$ cat config.mk
export PLATFORM = sky130hd
export DESIGN_NAME = trsq8_fetch
export DESIGN_NICKNAME = d
export VERILOG_FILES = /design/src/rtl/trsq8_fetch.sv
export SDC_FILE = /design/constraint.sdc
export NUM_CORES = 1
export LEC_CHECK = 0
export ABC_AREA = 0
export BUFFER_PORTS_ARGS = -buffer_cell sky130_fd_sc_hd__clkbuf_2
export CAP_MARGIN = 25
export CORE_MARGIN = 5
export CORE_UTILIZATION = 55
export CTS_CLUSTER_DIAMETER = 100
export DETAILED_ROUTE_END_ITERATION = 12
export PLACE_DENSITY = 0.76
export SETUP_SLACK_MARGIN = 0.1
export SYNTH_ARGS = -nofsm -noshare
export SYNTH_HDL_FRONTEND = slang
export SYNTH_SLANG_ARGS = --single-unit
$ cat constraint.sdc
create_clock -name CLK_ip -period 4 [get_ports CLK_ip]
set_clock_uncertainty 0.15 [all_clocks]
set_input_delay 0.4 -clock CLK_ip [delete_from_list [all_inputs] [get_ports CLK_ip]]
set_output_delay 0.4 -clock CLK_ip [all_outputs]
set_load 0.05 [all_outputs]
$ cat src/rtl/trsq8_fetch.sv
// TRSQ8 instruction fetch stage: owns the PC and the return-address stack,
// registers ROM words for the decoder and applies jump/call/return redirects.
module trsq8_fetch #(
  parameter int unsigned  STACK_DEPTH  = 8,
  parameter logic [12:0]  RESET_VECTOR = 13'd0,
  localparam int unsigned PC_W         = 13,
  localparam int unsigned INSTR_W      = 15
) (
  input  logic               CLK_ip,
  input  logic               RST_ip,
  output logic [PC_W-1:0]    PROM_ADDR_op,
  input  logic [INSTR_W-1:0] PROM_DATA_ip,
  input  logic               STALL_ip,
  input  logic               JUMP_ip,
  input  logic               CALL_ip,
  input  logic               RET_ip,
  input  logic [PC_W-1:0]    JUMP_ADDR_ip,
  output logic [INSTR_W-1:0] INSTR_op,
  output logic [PC_W-1:0]    INSTR_PC_op,
  output logic               INSTR_VALID_op,
  output logic               STACK_ERR_op
);

  localparam int unsigned IDX_W = (STACK_DEPTH > 1) ? $clog2(STACK_DEPTH) : 1;
  localparam int unsigned SP_W  = IDX_W + 1;

  typedef enum logic [1:0] {
    ST_FILL   = 2'd0,
    ST_RUN    = 2'd1,
    ST_REFILL = 2'd2
  } state_e;

  state_e             state_q, state_d;
  logic [PC_W-1:0]    pc_q, pc_d;
  logic [INSTR_W-1:0] instr_q, instr_d;
  logic [PC_W-1:0]    instr_pc_q, instr_pc_d;
  logic               valid_q, valid_d;
  logic               err_q, err_d;
  logic [SP_W-1:0]    sp_q, sp_d;
  logic [PC_W-1:0]    stack_q [STACK_DEPTH];

  logic               fetch_c;
  logic               redirect_c;
  logic               push_c;
  logic [IDX_W-1:0]   push_idx_c;
  logic [IDX_W-1:0]   pop_idx_c;
  logic [PC_W-1:0]    ret_addr_c;

  assign push_idx_c = sp_q[IDX_W-1:0];
  assign pop_idx_c  = IDX_W'(sp_q - SP_W'(1));
  assign ret_addr_c = instr_pc_q + PC_W'(1);

  // Next-state: fill, redirect (RET > CALL > JUMP), stall hold, or sequential fetch
  always_comb begin
    state_d    = state_q;
    pc_d       = pc_q;
    instr_d    = instr_q;
    instr_pc_d = instr_pc_q;
    valid_d    = valid_q;
    err_d      = err_q;
    sp_d       = sp_q;
    fetch_c    = 1'b0;
    push_c     = 1'b0;
    redirect_c = valid_q && !STALL_ip && (RET_ip || CALL_ip || JUMP_ip);

    unique case (state_q)
      ST_FILL: fetch_c = 1'b1;
      ST_RUN, ST_REFILL: begin
        if (redirect_c) begin
          valid_d = 1'b0;
          state_d = ST_REFILL;
          if (RET_ip) begin
            if (sp_q == SP_W'(0)) begin
              pc_d  = RESET_VECTOR;
              err_d = 1'b1;
            end else begin
              pc_d = stack_q[pop_idx_c];
              sp_d = sp_q - SP_W'(1);
            end
          end else if (CALL_ip) begin
            pc_d = JUMP_ADDR_ip;
            if (sp_q == SP_W'(STACK_DEPTH)) begin
              err_d = 1'b1;
            end else begin
              push_c = 1'b1;
              sp_d   = sp_q + SP_W'(1);
            end
          end else begin
            pc_d = JUMP_ADDR_ip;
          end
        end else if (!STALL_ip) begin
          fetch_c = 1'b1;
        end
      end
      default: state_d = ST_FILL;
    endcase

    if (fetch_c) begin
      instr_d    = PROM_DATA_ip;
      instr_pc_d = pc_q;
      valid_d    = 1'b1;
      pc_d       = pc_q + PC_W'(1);
      state_d    = ST_RUN;
    end
  end

  always_ff @(posedge CLK_ip) begin
    if (RST_ip) begin
      state_q    <= ST_FILL;
      pc_q       <= RESET_VECTOR;
      instr_q    <= '0;
      instr_pc_q <= '0;
      valid_q    <= 1'b0;
      err_q      <= 1'b0;
      sp_q       <= '0;
    end else begin
      state_q    <= state_d;
      pc_q       <= pc_d;
      instr_q    <= instr_d;
      instr_pc_q <= instr_pc_d;
      valid_q    <= valid_d;
      err_q      <= err_d;
      sp_q       <= sp_d;
    end
  end

  // Stack contents need no reset: entries above the pointer are never read
  always_ff @(posedge CLK_ip) begin
    if (!RST_ip && push_c) begin
      stack_q[push_idx_c] <= ret_addr_c;
    end
  end

  assign PROM_ADDR_op   = pc_q;
  assign INSTR_op       = instr_q;
  assign INSTR_PC_op    = instr_pc_q;
  assign INSTR_VALID_op = valid_q;
  assign STACK_ERR_op   = err_q;

endmodule

==> summary.md <==
| Metric | Value |
|---|---|
| Vias in the first global route | `4394` |
| Worst path cell trace | `inv_1 -> ha_1 -> nand3b_1 -> or4b_2 -> a21oi_1 -> nand2_1 -> nor2_1 -> buf_4` |
| R2r setup slk | `1250 ps` |
| Vias per std cell | `between 6 and 7` |
| Final max-slew violation count | `0` |
| CP Data Arrival Time | `2720 ps` |
| Worst Setup Path Type | `reg2reg` |
| Final cell count without fillers | `748` |
| Tcrit/Tclk final | `between 60% and 70%` |
| Library cells used by synthesis | `51` |
| Vias post-DR | `4549` |
| Crit path time final | `2750 ps` |
| Post-Place Cells | `between 700 and 800` |
| Clock latency on the worst-skew pair | `430 ps` |
| Fin Hold WS | `39.6 ps` |
| Drt initial violations | `623` |
| Setup bufs post-CTS | `0` |
| Status | `completed` |
| Avg WL per Cell | `20.6 um` |
| Initial core utilization | `56.5%` |
| Peak fanout along the critical path | `13` |
| Max VDD drop | `~460 uV` |
| Sink Count | `approximately 150` |
| Top_reg_cell synth | `edfxtp_1` |
| Placed cell areas | `about 0.0070 sq mm` |
| Area grow syn2layout | `17.6%` |
| Most common cell after layout, fill and taps aside | `edfxtp_1` |
| Row Count | `39` |
| Setup_tns | `0 ps` |
| DRT antenna net count | `0` |
| Clock Tree Root | `clkbuf_16` |
| Clk buf depth | `2` |
| FF+latch area | `0.00410 sq mm` |
| Post-detail-place hpwl | `9.96 mm` |
| Crit-path leading delay family | `simple AND/OR/NAND/NOR gates` |
| Die Span Y | `119 um` |
| CP bufs+invs | `2` |
| Slew @ Worst Pin | `924 ps` |
| Share of layout cells above drive strength 1 | `between 20% and 30%` |
| Final setup fails | `0` |
| Multi-input logic area | `around 0.0022 sq mm` |
| Post-placement worst setup slack | `about 1100 ps` |
| CTS Buf Count | `17` |
| DRT Pass-1 Iters | `5` |
| Mapped Nets | `549` |
| Largest net degree at the start of global routing | `49` |
| TritonCTS clock tree | `yes` |
| # hold bufs at CTS | `0` |
| Fillers | `approximately 810` |
| # IOs | `77` |
| Die Wd | `around 120 um` |
| Cells after Synth | `between 500 and 600` |
| CP max stage delay | `~620 ps` |
| First-pass GRT wire length | `24.4 mm` |
| CTS resizes | `0` |
| Placer congestion estimate | `0.850` |
| Number of port buffers | `76` |
| Commonest non-fill, non-tap cells in the layout | `104 x edfxtp_1, 80 x nand2_1, 76 x clkbuf_2` |
| Worst Slack Setup Final | `1250 ps` |
| Syn. warnings | `0` |
| Worst path slowest cell | `or4b_2` |
| Worst Setup End Kind | `register` |
| Number of H-tree levels | `4` |
| Startpoint Class | `register` |
| Maxcap violations | `0` |
| Full die area | `0.0141 sq mm` |
| EDFF count, synth | `104` |
| Clk slew on worst S/H paths | `60 ps` |
| Cell leakage power | `about 2.8 nW` |
| Final #Nets | `632` |
| Worst endpoint required time | `between 3000 and 4000 ps` |
| GR Overflow Total | `0` |
| Fmax | `363 MHz` |
| Register bit total from synthesis | `~150` |
| Core Area | `about 0.011 sq mm` |
| Rel. slew slack | `between 30% and 40%` |
| DRC | `0` |
| Final instance area | `0.00762 sq mm` |
| Layout Utilization | `~66%` |
| Async S/R FF share, synth | `0%` |
| RSZ-0062 raised after global routing | `no` |
| PD cells | `561 mW/mm^2` |
| Register area share after synthesis | `63.3%` |
| Post-synthesis cell area | `0.00648 sq mm` |
| Initial antenna violation count | `0` |
| Total power | `4.27 mW` |
| Final wirelength | `15.4 mm` |
| Antenna cells | `0` |
| GRT Util Overall | `22.6%` |
| Avg Cell Area, Syn | `12.7 sq um` |
| Hold Path Class | `in2reg` |
| Fin. Hold Viols | `0` |
final timing paths:
path                   startpoint            end  cells past startpoint
hold / removal    PROM_DATA_ip[5]    INSTR_op[5]                      3
setup reg to reg       state_q[1]  stack_q[5][6]                      8
hold reg to reg       INSTR_op[5]    INSTR_op[5]                      2
setup / recovery       state_q[1]  stack_q[5][6]                      8
layer usage:
| layer | global-route usage [%] | up-vias | wire length (um) |
|---|---|---|---|
| li1 | - | 2082 | - |
| met1 | 29.4 | 2205 | 6050 |
| met2 | 35.1 | 215 | 7600 |
| met3 | 6.78 | 47 | 1240 |
| met4 | 10.3 | 0 | 536 |
| met5 | 0 | - | 0 |
sequential cells by signal, summed over array words and instances, names as in the netlist:
signal	count
stack_q	104
INSTR_op	15
INSTR_PC_op	13
PROM_ADDR_op	13
sp_q	4
state_q	2
INSTR_VALID_op	1
STACK_ERR_op	1
cell usage after synthesis, drive strengths merged, types with 4 or more instances:
cell type	n	area share, %
inv	9	0.52
nor2b	5	0.48
clkbuf	12	0.69
buf	14	1.4
dfxtp	49	15
o21ai	11	0.85
xnor2	11	1.5
nor2	23	1.3
edfxtp	104	48
xor2	7	0.95
ha	6	1.2
a22oi	4	0.46
mux4	19	6.8
and3	11	1.1
nand3	14	1.1
a211oi	12	1.5
a31oi	7	0.68
a21oi	50	3.9
nand2	80	4.6
mux2i	12	1.9
a2111oi	8	1.2
nor3	8	0.62
cell families (layout without fill, tap and decap cells):
group,after synthesis,after routing,share of synthesized area [%]
multiplexers,33,33,8.98
AND/OR/NAND/NOR,158,158,11.1
flip-flops,153,153,63.3
XOR/XNOR,18,18,2.43
AO/OA/AOI/OAI,106,106,10.4
adder cells (fa/ha/maj),6,6,1.16
buffers and inverters,35,131,2.59
power by group:
| group | internal (mW) | leakage (nW) | total [mW] | switching [mW] |
|---|---|---|---|---|
| registers | 1.80 | 1.38 | 1.89 | 0.0915 |
| clock network | 0.983 | 0.285 | 1.61 | 0.628 |
| logic | 0.204 | 1.14 | 0.770 | 0.566 |
final cells by class:
class / count / area share, %
clock buffers: 18 / 5.63
clock inverters: 14 / 2.22
inverters: 9 / 0.443
multi-input cells: 321 / 29.1
flip-flops and latches: 153 / 53.9
well taps: 143 / 2.35
repair buffers: 90 / 6.37
worst reg2reg max path, delay by kind of cell (launching register included):
kind / cells / cell delay (ps)
AOI/OAI and AO/OA: 1 / 210
adders and majority gates: 1 / 300
buffers and inverters: 2 / 310
DFF: 1 / 360
and+or+nand+nor: 4 / 1100
Power figures use the tool's default switching activity.
